### src/rtl/morse_symbol_capture.sv
// Morse key timing stage: turns press and release durations, counted in 100 ms ticks,
// into dot/dash code words and emits one committed letter per release gap.
module morse_symbol_capture #(
  parameter int DASH_TICKS  = 3,
  parameter int GAP_TICKS   = 5,
  parameter int MAX_SYMBOLS = 5,
  parameter int CNT_W       = 4
) (
  input  logic                   clk,
  input  logic                   rst,
  input  logic                   HundredmsTimeOut,
  input  logic                   key,
  output logic [MAX_SYMBOLS-1:0] code,
  output logic [2:0]             code_len,
  output logic                   letter_valid,
  output logic                   overflow,
  output logic                   busy
);

  typedef enum logic [1:0] {IDLE, PRESS, RELEASE, COMMIT} state_t;

  state_t                 state_q;
  logic [CNT_W-1:0]       press_cnt_q, gap_cnt_q;
  logic [CNT_W-1:0]       press_d, gap_d;
  logic [MAX_SYMBOLS-1:0] buf_q;
  logic [2:0]             buf_len_q;
  logic                   is_dash;

  // A tick landing in the release cycle still counts toward the press length.
  always_comb begin
    press_d = press_cnt_q;
    if (HundredmsTimeOut && (press_cnt_q != CNT_W'(DASH_TICKS)))
      press_d = press_cnt_q + CNT_W'(1);
    gap_d   = gap_cnt_q + CNT_W'(HundredmsTimeOut);
    is_dash = (press_d >= CNT_W'(DASH_TICKS));
  end

  always_ff @(posedge clk) begin
    if (rst) begin
      state_q      <= IDLE;
      press_cnt_q  <= '0;
      gap_cnt_q    <= '0;
      buf_q        <= '0;
      buf_len_q    <= '0;
      code         <= '0;
      code_len     <= '0;
      letter_valid <= 1'b0;
      overflow     <= 1'b0;
      busy         <= 1'b0;
    end else begin
      letter_valid <= 1'b0;
      overflow     <= 1'b0;
      case (state_q)
        IDLE: begin
          if (key) begin
            state_q     <= PRESS;
            press_cnt_q <= '0;
            busy        <= 1'b1;
          end
        end
        PRESS: begin
          if (!key) begin
            if (buf_len_q < 3'(MAX_SYMBOLS)) begin
              buf_q[buf_len_q] <= is_dash;
              buf_len_q        <= buf_len_q + 3'd1;
              gap_cnt_q        <= '0;
              state_q          <= RELEASE;
            end else begin
              // Too many symbols: drop the whole letter rather than commit a truncated one.
              overflow  <= 1'b1;
              buf_q     <= '0;
              buf_len_q <= '0;
              state_q   <= IDLE;
              busy      <= 1'b0;
            end
          end else begin
            press_cnt_q <= press_d;
          end
        end
        RELEASE: begin
          if (key) begin
            state_q     <= PRESS;
            press_cnt_q <= '0;
            gap_cnt_q   <= '0;
          end else if (gap_d == CNT_W'(GAP_TICKS)) begin
            state_q <= COMMIT;
            busy    <= 1'b0;
          end else begin
            gap_cnt_q <= gap_d;
          end
        end
        COMMIT: begin
          code         <= buf_q;
          code_len     <= buf_len_q;
          letter_valid <= 1'b1;
          buf_q        <= '0;
          buf_len_q    <= '0;
          state_q      <= IDLE;
        end
        default: state_q <= IDLE;
      endcase
    end
  end

endmodule

### config.mk
export PLATFORM = sky130hd
export DESIGN_NAME = morse_symbol_capture
export DESIGN_NICKNAME = d
export VERILOG_FILES = /design/src/rtl/morse_symbol_capture.sv
export SDC_FILE = /design/constraint.sdc
export NUM_CORES = 1
export LEC_CHECK = 0
export ABC_AREA = 1
export CORE_UTILIZATION = 50
export CTS_CLUSTER_SIZE = 24
export DETAILED_ROUTE_END_ITERATION = 12
export GPL_TIMING_DRIVEN = 0
export PLACE_DENSITY_LB_ADDON = 0.05
export SLEW_MARGIN = 5
export SYNTH_ARGS = -nofsm -noshare
export SYNTH_HDL_FRONTEND = slang
export SYNTH_SLANG_ARGS = --single-unit
### constraint.sdc
create_clock -name clk -period 2 [get_ports clk]
set_input_delay 0.3 -clock clk [delete_from_list [all_inputs] [get_ports clk]]
set_output_delay 0.3 -clock clk [all_outputs]
set_load 0.01 [all_outputs]
Yosys cells after proc, flatten, opt, wreduce, memory -nomap -nowiden
Index checks and enable logic that the tools add are counted.
- mux-type cells: 32
- equality and inequality tests: 15
- add/subtract/negate cells: 3
- bitwise logic cells: 1
- $lt $le $gt $ge: 4
- reduce and logical (&&, ||, !) cells: 14
- operators by type and width (cell ; number):
    $mux W4 ; 7
    $pmux W4 S2 ; 2
    $ne A2 B2 Y1 const B ; 7
    $mux W2 ; 5
    $mux W5 ; 2
    $pmux W5 S2 ; 1
    $mux W1 ; 8
    $pmux W2 S4 ; 1
    $mux W3 ; 2
    $ne A3 B3 Y1 const B ; 2
    $pmux W3 S2 ; 1
    $reduce_and A3 Y1 ; 2
    $reduce_and A6 Y1 ; 1
    $reduce_bool A2 Y1 ; 3
    $bwmux W5 ; 1
    $add A4 B1 Y4 ; 1
    $add A4 B1 Y4 const B ; 1
    $eq A2 B2 Y1 const B ; 2
    $eq A4 B3 Y1 const B ; 1
    $ge A4 B2 Y1 const B ; 1
    $lt A3 B4 Y1 const B ; 1
    $ne A4 B2 Y1 const B ; 1
    $reduce_and A4 Y1 ; 1
    $add A3 B1 Y3 const B ; 1
    other kinds (13) ; 14
- bits in registers: 29
- output and inout port bits: 11
- logic and storage cells: 79
- input port bits: 4

Logic depth before layout (Yosys ltp)
- word-level depth: 8
- mapped depth: 11
- gate-level depth less buffers: 11

Worst setup path after synthesis
Ideal clock, no wire load.
- path type: input to register
- start: in HundredmsTimeOut
- end: reg busy
- cell stages on the path: 10
- path slack: 0.498 ns
- arrival: 1.388 ns
- required time: 1.885 ns
- cells stage by stage: ha_1 ha_1 inv_1 nand2_1 nor2_2 nand2_2 o21ai_1 nand3_1 nand2_1 nor2_1
- word-level cells in the longest chain between the ends: 4
- ends and longest elaborated chain (item ; line ; source):
    from (decl) ; 11 ; input logic HundredmsTimeOut,
    $add A4 B1 Y4 ; 34 ; gap_d = gap_cnt_q + CNT_W'(HundredmsTimeOut);
    $eq A4 B3 Y1 ; 85 ; end else if (gap_d == CNT_W'(GAP_TICKS)) begin
    $ne A2 B2 Y1 (no source line) ; -- ;
    $reduce_and A6 Y1 (no source line) ; -- ;
    to (signal assigned) ; 49 ; busy <= 1'b0;
    to (signal assigned) ; 58 ; busy <= 1'b1;
    to (signal assigned) ; 87 ; busy <= 1'b0;
    to (decl) ; 17 ; output logic busy
No other way between the ends.
A chain may end at the register's enable or synchronous reset.

Worst setup path in the final report
- start: reg gap_cnt_q[0]
- end: reg gap_cnt_q[1]
- word-level cells in the longest chain between the ends: 4
- elaborated cells between the ends (all ways): 7
- classes of those cells: add/sub (1); eq/ne (2); mux (3); reduce/logical (1)
- ends and longest elaborated chain (item ; line ; source):
    from (decl) ; 23 ; logic [CNT_W-1:0] press_cnt_q, gap_cnt_q;
    from (signal assigned) ; 89 ; gap_cnt_q <= gap_d;
    $add A4 B1 Y4 (*) ; 34 ;
    $eq A4 B3 Y1 or $mux W4 (tied branches) ; 85 ;
    $ne A3 B3 Y1 (no source line) or $mux W4 (tied branches) ; -- ;
    $reduce_and A4 Y1 (no source line) or $pmux W4 S2 (tied branches) ; -- ;
Every way passes the cells marked *; elsewhere a longest branch is shown, timed or not. The select of a mux whose other input is x is not followed.

==> qor.yml <==
outcome: "finished, violations left"
violations: "DRC"
rr_endpoint: "gap_cnt_q[1]$_SDFFE_PP0P_"
vias: 1445
top_usage_layer: "met2"
overflow: 0
area_growth_pct: 16.5
wl_per_cell_um: 11.9
io_buffers: 13
syn_area_sq_um: 1560
required_ps: 2260
grt_pass1_wl_mm: 5.54
fin_nets: 250
cts_hold_buf: 0
initial_core_util_pct: 54.6
grt_max_degree: 11
numCtsBuffers: 5
grt_pass1_vias: 1323
relSlewSlack_pct: 74.1
place_ws_ps: -297
critPathLaunch: "gap_cnt_q[0]$_SDFFE_PP0P_"
arrival_ps: 1950
clk_pin_slew_worst_paths_ps: 100
path_delay_family: "adder cells"
synthCells: 217
utilization_pct: 63.6
path_cells: "ha_1 > ha_1 > inv_1 > nand2_1 > nor2_2 > nand2_2 > o21ai_2 > nand2_1 > a21oi_1"
vias_per_cell: 5.37
period_share_pct: 84.2
cts_sinks: 29
whs_ps: 181
antenna_found_initial: 0
wirelength_mm: 3.21
critPathKind: "flip-flop to flip-flop"
report.final.slew_viol_count: 0
drive_gt1_share_pct: 11.8
yosysTopAreaCellShare_pct: 37.3
core_area_sq_um: 2850
dieHeight_um: 57.8
drt_iter0_markers: 48
avgSynthCellArea_sq_um: 7.18
crit_end: "gap_cnt_q[1]$_SDFFE_PP0P_"
path_buf_inv: 1
tightest_slew_ps: 389
grt_setup_unrepaired: "no"
timing.max_cap.violations: 0
vdd_ir_drop_max_v: 0.000546
die-area_sq_um: 3340
postCtsSetupBuffers: 0
cp_slowest_cell: "dfxtp_1"
cts_max_level: 2
synth.area.top_cells: "dfxtp_1 37%, nand2_1 12%, a21oi_1 7.7%"
yosys_register_bits: 29
cp_max_fo: 4
cts_tree: "yes"
ctsResizeCount: 0
drc_errors: 1
met3_usage_pct: 4.24
fin_skew_ps: 9.98
fmax_mhz: 593
track_usage_pct: 21.5
pin_count: 15
dp_hpwl_mm: 2.39
r2r_start: "gap_cnt_q[0]$_SDFFE_PP0P_"
report.final.hold_viol_count: 0
place.gp.congestion: 0.912
reg2reg_depth: 9
p_leak_nw: 0.744
yosysSeqAreaShare_pct: 37.3
syn_nets: 230
grt.met1_usage_pct: 26.9
synth_warnings: 0
critPathCaptureType: "flip-flop"
cts_buffer_depth: 2
global_route.usage.met2_pct: 35.8
cpPeakStageDelay_ps: 320
synth_cell_types: 27
final_antenna_net_count: 0
n_fill_cell: 260
clk_latency_ps: 330
period_needed_ps: 1680
setup-violations-final: 0
p_per_area_nw_per_um2: 859
reg2reg_slack_ps: 320
rows: 19
fp.dieW_um: 57.8
hold_class: "primary input to flip-flop"
fin_ws_ps: 315
cp_num_cells: 9
synth_top_area_cell: "dfxtp_1"
cp-start-kind: "flip-flop"
cts_root_buffer: "clkbuf_4"
dr.pass1.iters: 8
antennaDiodeCount: 0
[placed cells by master, fill, tap and decap left out, types with 4 or more instances in the layout]
master	count
nand4_1	4
o21ai_0	16
clkbuf_4	5
nor2_1	18
ha_1	9
inv_1	20
inv_2	4
nor3_1	6
a21oi_1	24
nand2_1	50
dfxtp_1	29
clkdlybuf4s50_1	12
nand3_1	12
[stage by stage]
stage               power [mW]  TNS (ps)  area, sq um  cells
floorplan                0.951         0         1560    217
global placement          1.05     -1520         1730    261
detailed placement        1.06     -1780         1730    261
CTS                       1.56         0         1810    269
global route              1.65         0         1810    269
finish                    1.56         0         1810    269
[where the power goes]
part	internal [mW]	leakage, nW	switching, mW
combinational	0.151	0.464	0.251
sequential	0.616	0.234	0.0336
clock	0.298	0.0455	0.209
total	1.07	0.744	0.493
[Yosys cell counts]
master    count
nand2_2       2
ha_1          9
nor3_2        1
nand3_2       2
o21ai_1       1
dfxtp_1      29
buf_6         2
o21ai_0      16
o22ai_2       1
a21oi_2       1
nor2_4        2
nor4_1        3
nor2_2        1
inv_1        20
nand3_1      12
nand2_1      50
a21oi_1      24
or2_2         1
inv_2         4
nand2_4       2
buf_1         1
nor3_1        6
nor2_1       18
o21ai_2       2
nand3b_1      1
nand4_1       4
clkbuf_1      2
[routing by layer]
layer	up-vias	part of all wire, %
met4	0	1.5
met5	-	0
met2	22	49
met3	6	2.6
li1	759	-
met1	658	47
[area by class of cell]
type,instances,area (sq um),area share (%)
Clock buffer,7,55.1,3.03
Clock inverter,1,30.0,1.66
Timing Repair Buffer,13,133,7.31
Sequential cell,29,581,32.0
Multi-Input combinational cell,159,853,47.0
Inverter,24,90.1,4.97
Tap cell,31,38.8,2.14
Buffer,5,33.8,1.86
[flip-flops by register name (all words and copies together), names as in the netlist]
| name | flops |
|---|---|
| press_cnt_q | 4 |
| code_len | 3 |
| gap_cnt_q | 4 |
| busy | 1 |
| state_q | 2 |
| buf_q | 5 |
| code | 5 |
| overflow | 1 |
| letter_valid | 1 |
| buf_len_q | 3 |
[logic make-up (layout without fill, tap and decap cells)]
| logic type | after synthesis | in the layout | synth area share (%) |
|---|---|---|---|
| simple gates | 105 | 105 | 31.9 |
| compound gates | 45 | 45 | 15.7 |
| buf+inv | 29 | 50 | 7.95 |
| flops | 29 | 29 | 37.3 |
| fa+ha+maj | 9 | 9 | 7.23 |
[how the worst min path moves through the flow]
stage                              endpoint  cells past startpoint                  start  slack (ps)
finish                buf_q[0]$_SDFFE_PP0P_                      2                    rst         180
global route        state_q[1]$_SDFFE_PP0P_                      2                    rst         170
CTS                 state_q[1]$_SDFFE_PP0P_                      2                    rst         170
detailed placement    buf_q[0]$_SDFFE_PP0P_                      2  buf_q[0]$_SDFFE_PP0P_         460
global placement      buf_q[1]$_SDFFE_PP0P_                      2  buf_q[1]$_SDFFE_PP0P_         450
floorplan             buf_q[0]$_SDFFE_PP0P_                      2  buf_q[0]$_SDFFE_PP0P_         440
Power figures use the tool's default switching activity.
